$ cat src/rtl/jsoc_cpu_oci_dct_packer_if.sv
// Trace-symbol in / DCT-word out bundle for the OCI DCT packer.
// master = the packer, slave = the trace source plus consumer side.
interface jsoc_cpu_oci_dct_packer_if #(
  parameter int SYM_W = 2,
  parameter int DEPTH = 15,
  parameter int CNT_W = 4
);
  logic                   sym_valid;
  logic [SYM_W-1:0]       sym_data;
  logic                   sym_ready;
  logic                   flush;
  logic                   end_test;
  logic [SYM_W*DEPTH-1:0] dct_buffer;
  logic [CNT_W-1:0]       dct_count;
  logic                   dct_valid;
  logic                   dct_ready;
  logic                   test_ending;
  logic                   test_has_ended;

  modport master (
    input  sym_valid, sym_data, flush, end_test, dct_ready,
    output sym_ready, dct_buffer, dct_count, dct_valid, test_ending, test_has_ended
  );

  modport slave (
    output sym_valid, sym_data, flush, end_test, dct_ready,
    input  sym_ready, dct_buffer, dct_count, dct_valid, test_ending, test_has_ended
  );
endinterface

$ cat src/rtl/jsoc_cpu_oci_dct_packer.sv
// Packs 2-bit trace symbols into 15-symbol DCT words behind a one-deep output
// slot, and sequences the end-of-test flush/drain.
module jsoc_cpu_oci_dct_packer #(
  parameter int SYM_W = 2,
  parameter int DEPTH = 15,
  parameter int CNT_W = 4
) (
  input  logic                       clk,
  input  logic                       reset,
  jsoc_cpu_oci_dct_packer_if.master  bus
);

  localparam logic [1:0]       RUN   = 2'd0;
  localparam logic [1:0]       DRAIN = 2'd1;
  localparam logic [1:0]       DONE  = 2'd2;
  localparam logic [CNT_W-1:0] FULL  = CNT_W'(DEPTH);

  logic [1:0]                  state;
  logic [DEPTH-1:0][SYM_W-1:0] acc;
  logic [CNT_W-1:0]            acc_cnt;
  logic                        flush_pend;
  logic [DEPTH-1:0][SYM_W-1:0] out_buf;
  logic [CNT_W-1:0]            out_cnt;
  logic                        out_vld;

  logic sym_rdy, sym_take, slot_free, handoff, set_pend;

  // Acceptance stops while a flush is pending so the flushed word is exactly
  // what had arrived before the flush.
  assign sym_rdy   = !reset && (state == RUN) && (acc_cnt != FULL) && !flush_pend;
  assign sym_take  = bus.sym_valid && sym_rdy;
  assign slot_free = !out_vld || bus.dct_ready;
  assign handoff   = ((acc_cnt == FULL) || (flush_pend && (acc_cnt != '0))) && slot_free;
  // end_test subsumes a coincident flush: both simply request the partial word.
  assign set_pend  = (bus.end_test && (state == RUN)) || (bus.flush && (state != DONE));

  always_ff @(posedge clk) begin
    if (reset) begin
      state      <= RUN;
      acc        <= '0;
      acc_cnt    <= '0;
      flush_pend <= 1'b0;
      out_buf    <= '0;
      out_cnt    <= '0;
      out_vld    <= 1'b0;
    end else begin
      if (handoff) begin
        acc     <= '0;
        acc_cnt <= '0;
      end else if (sym_take) begin
        acc[acc_cnt] <= bus.sym_data;
        acc_cnt      <= acc_cnt + 1'b1;
      end

      // An empty flush is dropped once it has been seen with nothing to emit.
      if (set_pend)
        flush_pend <= 1'b1;
      else if (handoff || (flush_pend && (acc_cnt == '0)))
        flush_pend <= 1'b0;

      if (handoff) begin
        out_buf <= acc;
        out_cnt <= acc_cnt;
        out_vld <= 1'b1;
      end else if (bus.dct_ready) begin
        out_vld <= 1'b0;
      end

      case (state)
        RUN:     if (bus.end_test) state <= DRAIN;
        DRAIN:   if ((acc_cnt == '0) && !flush_pend && !out_vld) state <= DONE;
        DONE:    state <= DONE;
        default: state <= RUN;
      endcase
    end
  end

  // Outputs are forced low for the whole reset cycle, not just after the edge.
  assign bus.sym_ready      = sym_rdy;
  assign bus.dct_valid      = !reset && out_vld;
  assign bus.dct_buffer     = reset ? '0 : out_buf;
  assign bus.dct_count      = reset ? '0 : out_cnt;
  assign bus.test_ending    = !reset && (state != RUN);
  assign bus.test_has_ended = !reset && (state == DONE);

endmodule
$ cat src/flat_wrapper.sv
// flat-port wrapper written by rule: the top's interface ports become plain ports
module jsoc_cpu_oci_dct_packer_flat 
#(
  parameter int SYM_W = 2,
  parameter int DEPTH = 15,
  parameter int CNT_W = 4
)
  (clk, reset, bus_sym_valid, bus_sym_data, bus_flush, bus_end_test, bus_dct_ready, bus_sym_ready, bus_dct_buffer, bus_dct_count, bus_dct_valid, bus_test_ending, bus_test_has_ended);
  jsoc_cpu_oci_dct_packer_if #(.SYM_W(SYM_W), .DEPTH(DEPTH), .CNT_W(CNT_W)) bus_i ();
  input  logic clk;
  input  logic reset;
  input wire logic [$bits(bus_i.sym_valid)-1:0] bus_sym_valid;
  input wire logic [$bits(bus_i.sym_data)-1:0] bus_sym_data;
  input wire logic [$bits(bus_i.flush)-1:0] bus_flush;
  input wire logic [$bits(bus_i.end_test)-1:0] bus_end_test;
  input wire logic [$bits(bus_i.dct_ready)-1:0] bus_dct_ready;
  output wire logic [$bits(bus_i.sym_ready)-1:0] bus_sym_ready;
  output wire logic [$bits(bus_i.dct_buffer)-1:0] bus_dct_buffer;
  output wire logic [$bits(bus_i.dct_count)-1:0] bus_dct_count;
  output wire logic [$bits(bus_i.dct_valid)-1:0] bus_dct_valid;
  output wire logic [$bits(bus_i.test_ending)-1:0] bus_test_ending;
  output wire logic [$bits(bus_i.test_has_ended)-1:0] bus_test_has_ended;
  assign bus_i.sym_valid = bus_sym_valid;
  assign bus_i.sym_data = bus_sym_data;
  assign bus_i.flush = bus_flush;
  assign bus_i.end_test = bus_end_test;
  assign bus_i.dct_ready = bus_dct_ready;
  assign bus_sym_ready = bus_i.sym_ready;
  assign bus_dct_buffer = bus_i.dct_buffer;
  assign bus_dct_count = bus_i.dct_count;
  assign bus_dct_valid = bus_i.dct_valid;
  assign bus_test_ending = bus_i.test_ending;
  assign bus_test_has_ended = bus_i.test_has_ended;
  jsoc_cpu_oci_dct_packer #(.SYM_W(SYM_W), .DEPTH(DEPTH), .CNT_W(CNT_W)) u_core (.clk(clk), .reset(reset), .bus(bus_i));
endmodule
$ cat config.mk
export PLATFORM = sky130hd
export DESIGN_NAME = jsoc_cpu_oci_dct_packer_flat
export DESIGN_NICKNAME = d
export VERILOG_FILES = /design/src/rtl/jsoc_cpu_oci_dct_packer_if.sv /design/src/rtl/jsoc_cpu_oci_dct_packer.sv /design/src/flat_wrapper.sv
export SDC_FILE = /design/constraint.sdc
export NUM_CORES = 1
export LEC_CHECK = 0
export BUFFER_PORTS_ARGS = -buffer_cell sky130_fd_sc_hd__buf_4
export CAP_MARGIN = 40
export CORE_ASPECT_RATIO = 1.1
export CORE_UTILIZATION = 29
export DETAILED_ROUTE_END_ITERATION = 16
export HOLD_SLACK_MARGIN = 0.03
export PLACE_DENSITY = 0.55
export SETUP_SLACK_MARGIN = 0.3
export SYNTH_ARGS = -nofsm -noshare
export SYNTH_HDL_FRONTEND = slang
export SYNTH_SLANG_ARGS = --single-unit
$ cat constraint.sdc
create_clock -name clk -period 2.25 [get_ports clk]
set_input_delay 0 -clock clk [delete_from_list [all_inputs] [get_ports clk]]
set_output_delay 0 -clock clk [all_outputs]
set_load 0.01 [all_outputs]
==> results of run 1 <==
-- worst reg2reg max path, cell delays in order, from the launching register on --
cell and delay [ns]:
dfxtp_1 0.33, inv_1 0.11, ha_2 0.22, and4bb_2 0.44
nand4_1 0.29, mux2i_1 0.26, nor2_1 0.06
-- flip-flops by register name, summed over array words and instances (netlist names) --
signal	cells
u_core.acc_cnt	4
u_core.out_vld	1
u_core.out_buf	30
u_core.state	2
u_core.acc	30
u_core.out_cnt	4
u_core.flush_pend	1
-- cell usage in the layout, fill, tap and decap left out --
| master | n |
|---|---|
| buf_4 | 52 |
| o41ai_1 | 34 |
| and3_1 | 1 |
| dlygate4sd3_1 | 2 |
| and2_1 | 1 |
| dfxtp_1 | 72 |
| o21bai_2 | 1 |
| ha_1 | 6 |
| nand4_1 | 12 |
| a21oi_1 | 6 |
| inv_4 | 1 |
| a2bb2oi_4 | 1 |
| buf_12 | 1 |
| and4bb_2 | 1 |
| xnor2_1 | 3 |
| nand3_1 | 5 |
| nor2_2 | 6 |
| o21ai_0 | 34 |
| mux2i_1 | 32 |
| nor2_1 | 31 |
| nand2_1 | 4 |
| ha_2 | 2 |
| nor2b_1 | 36 |
| inv_1 | 37 |
| clkbuf_16 | 9 |
| nand2b_1 | 5 |
| nor3_1 | 1 |
| bufinv_16 | 4 |
| clkbuf_8 | 1 |
| nor2b_4 | 1 |
| nor4_4 | 3 |
| a22oi_1 | 1 |
| clkinv_2 | 2 |
| or3b_4 | 1 |
-- power by group through the flow --
stage	logic, mW	clock network (mW)	registers, mW
final	0.443	1.77	1.34
after global routing	0.489	1.86	1.34
after CTS	0.440	1.79	1.34
after detailed placement	0.428	0	1.37
after global placement	0.414	0	1.36
after floorplan	0.313	0	1.36
-- cell families after synthesis --
| kind of cell | after synthesis | share of synthesized area [%] |
|---|---|---|
| XOR/XNOR | 3 | 0.783 |
| multiplexers | 32 | 9.55 |
| buffers and inverters | 70 | 8.88 |
| flip-flops | 72 | 43.0 |
| adder cells (fa/ha/maj) | 8 | 2.98 |
| AO/OA/AOI/OAI | 77 | 15.9 |
| AND/OR/NAND/NOR | 108 | 19.0 |
-- cell type report --
class	instances	area share (%)
sequential	72	34.2
inverter	38	3.45
timing repair buffer	55	10.2
clock buffer	10	5.68
multi-input combinational	228	38.9
clock inverter	6	3.09
tap	147	4.37
-- worst min-delay path by stage --
stage | from | to
6_report | bus_dct_ready | u_core.out_vld
5_1_grt | bus_dct_ready | u_core.out_vld
4_1_cts | bus_dct_ready | u_core.out_vld
3_5_place_dp | bus_flush | u_core.flush_pend
3_3_place_gp | bus_flush | u_core.flush_pend
2_1_floorplan | bus_sym_data[0] | u_core.acc[0]
-- metal layers --
| metal | up-vias | part of all wire, % | GRT usage (%) |
|---|---|---|---|
| met5 | - | 0 | 0 |
| met4 | 0 | 1.6 | 5.43 |
| met3 | 9 | 3.8 | 3.97 |
| met2 | 45 | 47 | 22.0 |
| met1 | 1255 | 48 | 17.6 |
| li1 | 1351 | - | - |
-- through the flow --
stage / util [%] / cell area, um^2 / hold slack [ns] / cells
floorplan: - / 3350 / 0.144 / 370
global placement: 34.3 / 3810 / 0.303 / 538
detailed placement: 34.3 / 3810 / 0.322 / 538
CTS: 37.8 / 4200 / 0.0384 / 556
global route: 37.9 / 4210 / 0.0474 / 556
finish: 37.9 / 4210 / 0.0359 / 556
-- repair_timing --
action                     4_1_cts  5_1_grt
gates resized for setup          0        2
hold endpoints to repair         1        0
setup endpoints to repair        0       20
buffers inserted                 0        0
hold buffers                     2        0
==> qor.txt, run 1 <==
Crit share post-route -> 81.4%
Fillers -> 1153
Crit path capture -> u_core.acc[17]
1st-iter DRT viols -> 88
Worst reg2reg path depth -> 6
Detailed placement HPWL -> 5290 um
Via count -> 2660
Synth Warn # -> 0
Final worst path period need -> 1.83 ns
Top-area cell type share of the netlist area -> 43.0%
Ant. Diodes -> 0
Max Clock Skew -> 0.00742 ns
Crit. path cell count -> 6
Reg-to-reg endpoint -> u_core.acc[17]
P per Cell Area -> 844 mW/mm^2
WP data arrival -> 2.05 ns
Worst skew pair latency -> 0.34 ns
Sw Share -> 23.9%
Final net count -> 420
CP max stage cell -> and4bb_2
Setup WS post-layout -> 0.418 ns
Vias in the first global route -> 2523
CP max FO -> 15
Cell family with most CP delay -> simple AND/OR/NAND/NOR gates
Clock Power Share -> 49.9%
Worst Tran Pin Value -> 0.578 ns
Clock buffer depth -> 2
Die Y -> 115 um
Int Power -> 2.70 mW
Biggest area consumer among synthesized cells -> dfxtp_1
Layout cells sized above 1 -> 21.0%
Initial antenna violation count -> 0
Yosys cell types -> 29
Sequential area share after synthesis -> 43.0%
Global-route wire length before repair -> 12800 um
Largest net degree at the start of global routing -> 51
R2r setup slk -> 0.42 ns
Top-Level Pins -> 46
CP Cell Sequence -> inv_1, ha_2, and4bb_2, nand4_1, mux2i_1, nor2_1
Total length of routed wires -> 7820 um
Seq pwr share -> 37.7%
Place WS -> 0.414 ns
Required @ worst endpoint -> 2.47 ns
Antenna-violating nets left -> 0
Max Fclk -> 546 MHz
Final Setup Violations -> 0
I/O Buffers -> 45
Type of origin of the critical path -> flop
Grt total ovfl -> 0
Final hold violation count -> 0
Worst VDD drop -> 0.499 mV
Multi-input combinational cell area -> 0.00164 mm^2
DR WL/cell -> 14.1 um
Switching power -> 0.849 mW
Unrepaired setup endpoints after global routing -> no
Clock root buffer -> clkbuf_16
First-pass detailed-route iteration total -> 4
Post-synth EDFFs -> 0
Hold crit path type -> input port to flop
Hold Crit Depth -> 4
Comb power frac -> 12.5%
Worst Setup SP -> u_core.state[0]
Synthesized cell area -> 0.00335 mm^2
GPL Wtd Cong -> 0.770
H-tree lvl count -> 3
Critical Path Max Stage Delay -> 0.44 ns
Lkg Pwr -> 1.70 nW
Core Region -> 0.0111 mm^2
Most common cell in the netlist -> dfxtp_1
CTS tree -> yes
Final slew viol count -> 0
Row count -> 40
Relative slew slack -> 61.4%
Crit path kind -> flop to flop
Share of async-settable or async-resettable flops after synthesis -> 0%
FF+latch area -> 0.00144 mm^2
Area growth syn-to-layout -> 25.5%
Tot Pwr -> 3.55 mW
CP Capture Type -> flop
Status -> finished clean
Vias per cell -> 4.78
Clock transition at path regs -> 0.06 ns
Top_reg_cell synth -> dfxtp_1
DR DRC count -> 0
MaxCap Viol Count -> 0
Synth top cells by count -> dfxtp_1 (72), inv_1 (37), nor2b_1 (37)
Synth top area cells -> dfxtp_1 (43%), mux2i_1 (9.5%), o41ai_1 (8.9%)
Die area -> 0.0120 mm^2
Gr usage total -> 13.8%
TritonCTS Buffers -> 9
WP buf/inv -> 1
Final setup TNS -> 0 ns
Post-Syn Area per Cell -> 9.07 um^2
Syn Nets -> 386
Chip width -> 105 um
Syn Inst Count -> 370
Starting Density -> 30.2%
Post-synthesis register bit count -> 72
CTS Sinks -> 72
Reg2Reg Launch Point -> u_core.state[0]
Power figures use the tool's default switching activity.
==> run 2, diff against run 1 <==
--- a/config.mk
+++ b/config.mk
@@ -5,13 +5,14 @@
 export SDC_FILE = /design/constraint.sdc
 export NUM_CORES = 1
 export LEC_CHECK = 0
+export ABC_AREA = 1
 export BUFFER_PORTS_ARGS = -buffer_cell sky130_fd_sc_hd__buf_4
 export CAP_MARGIN = 40
 export CORE_ASPECT_RATIO = 1.1
 export CORE_UTILIZATION = 29
 export DETAILED_ROUTE_END_ITERATION = 16
 export HOLD_SLACK_MARGIN = 0.03
-export PLACE_DENSITY = 0.55
+export PLACE_DENSITY = 0.56
 export SETUP_SLACK_MARGIN = 0.3
 export SYNTH_ARGS = -nofsm -noshare
 export SYNTH_HDL_FRONTEND = slang
==> constraint.sdc (replaced) <==
create_clock -name clk -period 1.6 [get_ports clk]
set_input_delay 0 -clock clk [delete_from_list [all_inputs] [get_ports clk]]
set_output_delay 0 -clock clk [all_outputs]
set_load 0.01 [all_outputs]
==> run 2 against run 1 <==
  * Global-route usage is 1.9 points higher
  * Via count is 30% higher
  * Sequential power is 41% higher
  * Cell count is 26% higher
  * Largest power group unchanged
==> qor.txt, run 2 <==
Status -> finished clean
Total length of routed wires -> 10400 um
Hold crit path type -> input port to flop
1st-iter DRT viols -> 228
Non-filler cells, final -> 703
Max Clock Skew -> 0.00377 ns
FF+latch area -> 0.00146 mm^2
Chip width -> 108 um
Die Y -> 119 um
Commonest non-fill, non-tap cell in the layout -> dfxtp_1
Final worst path period need -> 1.55 ns
Syn Nets -> 492
Most frequent cells in the layout -> dfxtp_1 (66), buf_4 (62), a21oi_2 (53)
H-tree lvl count -> 3
Largest net degree at the start of global routing -> 73
Most common cell in the netlist -> nand2_1
P per Cell Area -> 985 mW/mm^2
DR DRC count -> 0
Crit share post-route -> 96.6%
Via count -> 3451
Post-synthesis register bit count -> 72
R2r setup slk -> 0.05 ns
Synth top area cells -> dfxtp_1 (40%), nand2_1 (8.3%), nand3_1 (7.9%)
Post-Syn Area per Cell -> 7.56 um^2
Type of origin of the critical path -> flop
Gr usage total -> 15.7%
GPL Wtd Cong -> 0.758
WP data arrival -> 1.82 ns
Row count -> 42
Final net count -> 560
Multi-input combinational cell area -> 0.00231 mm^2
Synth Warn # -> 0
Crit path capture -> u_core.acc[26]
Grt total ovfl -> 0
Finished Core Util -> 45.6%
CTS Sinks -> 72
Tot Pwr -> 5.43 mW
Post-synth EDFFs -> 0
Area growth syn-to-layout -> 53.1%
Worst reg2reg path depth -> 8
Final Setup Violations -> 0
MaxCap Viol Count -> 0
Clock root buffer -> clkbuf_16
Top_reg_cell synth -> dfxtp_1
Reg-to-reg endpoint -> u_core.acc[26]
Top flop regs -> u_core.acc (30), u_core.out_buf (30)
Crit path kind -> flop to flop
Initial antenna violation count -> 0
Biggest area consumer among synthesized cells -> dfxtp_1
Max Fclk -> 647 MHz
CTS tree -> yes
Worst Tran Pin Value -> 0.844 ns
Final slew viol count -> 0
Top-area cell type share of the netlist area -> 40.1%
Die area -> 0.0129 mm^2
TritonCTS Buffers -> 9
Vias per cell -> 4.91
DR WL/cell -> 14.7 um
Yosys cell types -> 27
Final setup TNS -> 0 ns
Unrepaired setup endpoints after global routing -> yes
Lkg Pwr -> 1.85 nW
Placed cells -> 650
CP max FO -> 5
Global-route wire length before repair -> 15600 um
Relative slew slack -> 43.7%
CP Capture Type -> flop
Clock buffer depth -> 2
Worst VDD drop -> 0.505 mV
Clock transition at path regs -> 0.06 ns
Core Region -> 0.0121 mm^2
Ant. Diodes -> 0
Starting Density -> 29.8%
Final hold violation count -> 0
I/O Buffers -> 45
Sequential area share after synthesis -> 40.1%
Share of async-settable or async-resettable flops after synthesis -> 0%
Top-Level Pins -> 46
Reg2Reg Launch Point -> u_core.acc_cnt[1]
Layout cells sized above 1 -> 46.8%
Synth top cells by count -> nand2_1 (80), dfxtp_1 (72), nand3_1 (57)
Required @ worst endpoint -> 1.87 ns
Antenna-violating nets left -> 0
First-pass detailed-route iteration total -> 4
Worst Setup SP -> u_core.acc_cnt[1]
Vias in the first global route -> 3188
Detailed placement HPWL -> 5660 um
Synthesized cell area -> 0.00360 mm^2
Worst skew pair latency -> 0.34 ns
Syn Inst Count -> 476
Fillers -> 1112
## run 2: cell types whose count changed after synthesis, moves of 14 or more
cell and delta:
nand2_1 +76, nor2b_1 -37, o41ai_1 -34, a21oi_2 +23, mux2i_1 -32, inv_1 +14
nor2_1 +23, nand3_1 +52, o21ai_0 -32, nand4_1 +19, a21oi_1 +41
## run 2: worst min path at each step
| stage | endpoint | from | depth (start not counted) |
|---|---|---|---|
| final | u_core.flush_pend | bus_dct_ready | 4 |
| after global placement | u_core.flush_pend | bus_flush | 3 |
| after floorplan | u_core.acc[0] | bus_sym_data[0] | 2 |
| after CTS | u_core.flush_pend | bus_dct_ready | 4 |
| after detailed placement | u_core.flush_pend | bus_flush | 3 |
| after global routing | u_core.out_vld | bus_dct_ready | 4 |
## run 2: final cells by class
type,instances,share of cell area [%]
clock buffer,14,4.98
inverter,57,4.32
timing repair inverter,1,0.114
clock inverter,2,0.204
sequential,72,26.4
multi-input combinational,313,41.9
timing repair buffer,90,18.6
tap,154,3.50
## run 2: cells by family after synthesis
| family | Yosys count | synth area share (%) |
|---|---|---|
| compound gates | 73 | 12.6 |
| flops | 72 | 40.1 |
| fa+ha+maj | 8 | 2.78 |
| buf+inv | 91 | 13.8 |
| simple gates | 231 | 30.5 |
| xor+xnor | 1 | 0.244 |
## run 2: critical path: stages (launching register included)
cell,delay [ns]
dfxtp_4,0.37
ha_4,0.17
clkinv_4,0.05
nor2_4,0.03
nor2_4,0.25
buf_4,0.19
buf_16,0.10
nand4_1,0.12
a21oi_2,0.18
## run 2: repair_timing
item                                   4_1_cts  5_1_grt
pin swaps                                   10       46
cloned                                       8        5
setup buffers                               20        2
hold buffers                                 2        0
resized for setup                           41      127
endpoints found under the hold margin        1        0
setup endpoints to repair                   72       74
## run 2: metal layers
metal	GRT usage [%]	vias up	part of all wire, %
met1	19.1	1646	42
met3	3.45	19	4.4
met4	6.16	0	1.8
met2	26.5	77	52
met5	0	-	0
li1	-	1709	-
## run 2: power by group
group          switching (mW)  internal [mW]
Combinational           0.806          0.802
Sequential             0.0444           1.84
Clock                   0.758           1.18
## run 2: per-stage QoR
stage | hold WS, ns | setup WS (ns) | area (um^2)
2_1_floorplan | 0.167 | 0.280 | 3650
3_3_place_gp | 0.305 | 0.0890 | 4060
3_5_place_dp | 0.302 | 0.0718 | 4060
4_1_cts | -0.0142 | 0.103 | 4830
5_1_grt | 0.0507 | -0.0133 | 5510
6_report | 0.0251 | 0.0546 | 5510
==> run 3, diff against run 2 <==
--- a/config.mk
+++ b/config.mk
@@ -5,14 +5,13 @@
 export SDC_FILE = /design/constraint.sdc
 export NUM_CORES = 1
 export LEC_CHECK = 0
-export ABC_AREA = 1
 export BUFFER_PORTS_ARGS = -buffer_cell sky130_fd_sc_hd__buf_4
 export CAP_MARGIN = 40
 export CORE_ASPECT_RATIO = 1.1
 export CORE_UTILIZATION = 29
 export DETAILED_ROUTE_END_ITERATION = 16
 export HOLD_SLACK_MARGIN = 0.03
-export PLACE_DENSITY = 0.56
+export PLACE_DENSITY = 0.57
 export SETUP_SLACK_MARGIN = 0.3
 export SYNTH_ARGS = -nofsm -noshare
 export SYNTH_HDL_FRONTEND = slang
==> run 3 against run 2 <==
  * The run now ends with negative setup slack left
  * Highest routed layer unchanged
  * Cell count decreased by 14%
  * Maximum frequency decreased by 12%
  * Worst setup slack got worse by 0.20 ns
  * Clock power increased by 7%
  * Critical path type unchanged
==> qor.txt, run 3 (synthesized netlist as in run 1, its figures left out) <==
P per Cell Area -> 982 mW/mm^2
Starting Density -> 30.2%
Status -> finished with violations
Total length of routed wires -> 10200 um
CP Capture Type -> flop
Max Fclk -> 572 MHz
Placed cells -> 558
Hold path startpoint -> bus_sym_data[0]
Clock buffer depth -> 2
Area growth syn-to-layout -> 67.6%
Critical Path Max Stage Delay -> 0.43 ns
Reg-to-reg endpoint -> u_core.acc[23]
DR DRC count -> 0
Final net count -> 470
Hold EP -> u_core.acc[26]
DR WL/cell -> 16.9 um
Tot Pwr -> 5.52 mW
MaxCap Viol Count -> 0
Final slew viol count -> 0
Worst VDD drop -> 0.463 mV
Via count -> 3020
First-pass detailed-route iteration total -> 6
Unrepaired setup endpoints after global routing -> yes
Most frequent cells in the layout -> buf_4 (69), dfxtp_1 (68), nor2b_1 (35)
CP max stage cell -> or3b_4
Reg2Reg Launch Point -> u_core.state[0]
CTS Sinks -> 72
Finished Core Util -> 50.6%
H-tree lvl count -> 3
Die Y -> 115 um
Gr usage total -> 15.6%
1st-iter DRT viols -> 163
Max Clock Skew -> 0.00550 ns
Failing checks -> negative setup slack
Layout cells sized above 1 -> 50.2%
CTS tree -> yes
TritonCTS Buffers -> 9
WP data arrival -> 1.97 ns
CP max FO -> 4
Clock root buffer -> clkbuf_16
CP Cell Sequence -> inv_2, ha_4, or3b_4, nor4_4, mux2i_1, nor2_2
Hold Slack -> 0.0489 ns
Initial antenna violation count -> 0
Hold Crit Depth -> 3
Antenna-violating nets left -> 0
Setup WS post-layout -> -0.147 ns
Global-route wire length before repair -> 14700 um
I/O Buffers -> 45
Row count -> 40
Type of origin of the critical path -> flop
Fillers -> 992
Lkg Pwr -> 2.42 nW
Grt total ovfl -> 0
Top flop regs -> u_core.acc (30), u_core.out_buf (30)
Clock transition at path regs -> 0.06 ns
Crit share post-route -> 109%
Die area -> 0.0120 mm^2
Relative slew slack -> 58.9%
Worst skew pair latency -> 0.33 ns
Vias per cell -> 4.99
Final hold violation count -> 0
Required @ worst endpoint -> 1.83 ns
Non-filler cells, final -> 605
Final worst path period need -> 1.75 ns
Detailed placement HPWL -> 5420 um
Crit path kind -> flop to flop
Vias in the first global route -> 2873
Core Region -> 0.0111 mm^2
Worst Tran Pin Value -> 0.617 ns
Top-Level Pins -> 46
Final Setup Violations -> 27
Chip width -> 105 um
Ant. Diodes -> 0
R2r setup slk -> -0.15 ns
Hold crit path type -> input port to flop
GPL Wtd Cong -> 0.749
Commonest non-fill, non-tap cell in the layout -> buf_4
Largest net degree at the start of global routing -> 49
Worst reg2reg path depth -> 6
run 3: changes by cell type in the layout (fill, tap and decap cells not counted), sizes merged, moves of 3 or more:
| cell | delta |
|---|---|
| a21oi | -64 |
| nand2 | -81 |
| o21ai | +32 |
| nand2b | +5 |
| xnor2 | +3 |
| nor4 | +3 |
| mux2i | +32 |
| buf | +9 |
| nand3 | -54 |
| inv | -18 |
| o41ai | +34 |
| nor2b | +37 |
| nand4 | -19 |
| nor2 | -19 |
run 3: worst max path at each step:
stage               startpoint              to  slack [ns]  cells after the start
6_report       u_core.state[0]  u_core.acc[23]       -0.15                      6
5_1_grt        u_core.state[1]  u_core.acc[22]       -0.24                      6
4_1_cts        u_core.state[1]  u_core.acc[23]       -0.12                      6
3_5_place_dp   u_core.state[1]  u_core.acc[22]       -0.13                      6
3_3_place_gp   u_core.state[1]  u_core.acc[23]       -0.16                      6
2_1_floorplan  u_core.state[1]  u_core.acc[14]       -0.08                      6
run 3: worst max-delay path: cells and delay by family (launching register included):
family / cells / cell delay (ns)
adders and majority gates: 1 / 0.13
buffers and inverters: 1 / 0.08
DFF: 1 / 0.33
muxes: 1 / 0.26
and+or+nand+nor: 3 / 0.84
run 3: layout make-up:
type	count	area, um^2	share of cell area, %
Clock inverter	3	40.0	0.712
Tap cell	147	184	3.27
Multi-Input combinational cell	229	2380	42.4
Sequential cell	72	1450	25.8
Inverter	38	145	2.58
Clock buffer	12	267	4.74
Timing Repair Buffer	104	1150	20.5
run 3: metal layers:
metal | share of wire, % | GRT usage (%)
met5 | 0 | 0
met4 | 3.0 | 7.71
met2 | 48 | 26.1
met1 | 46 | 18.6
met3 | 3.6 | 4.20
run 3: repair_timing:
action / 4_1_cts / 5_1_grt
gates resized for setup: 138 / 47
endpoints found under the setup margin: 73 / 75
cloned: 5 / 11
setup buffers: 10 / 4
hold buffers: 2 / 0
pin swaps: 25 / 28
endpoints found under the hold margin: 1 / 0
run 3: metrics by stage:
| step | instance area (um^2) | setup TNS, ns | setup slack (ns) |
|---|---|---|---|
| 6_report | 5620 | -1.36 | -0.147 |
| 5_1_grt | 5620 | -4.27 | -0.238 |
| 4_1_cts | 5100 | -0.683 | -0.123 |
| 3_5_place_dp | 4040 | -0.600 | -0.128 |
| 3_3_place_gp | 4020 | -3.85 | -0.157 |
| 2_1_floorplan | 3490 | -0.209 | -0.0755 |
run 3: power breakdown:
part / internal, mW / total, mW / switching, mW
clock network: 1.32 / 2.07 / 0.752
logic: 0.813 / 1.56 / 0.744
registers: 1.85 / 1.89 / 0.0460
total: 3.98 / 5.52 / 1.54
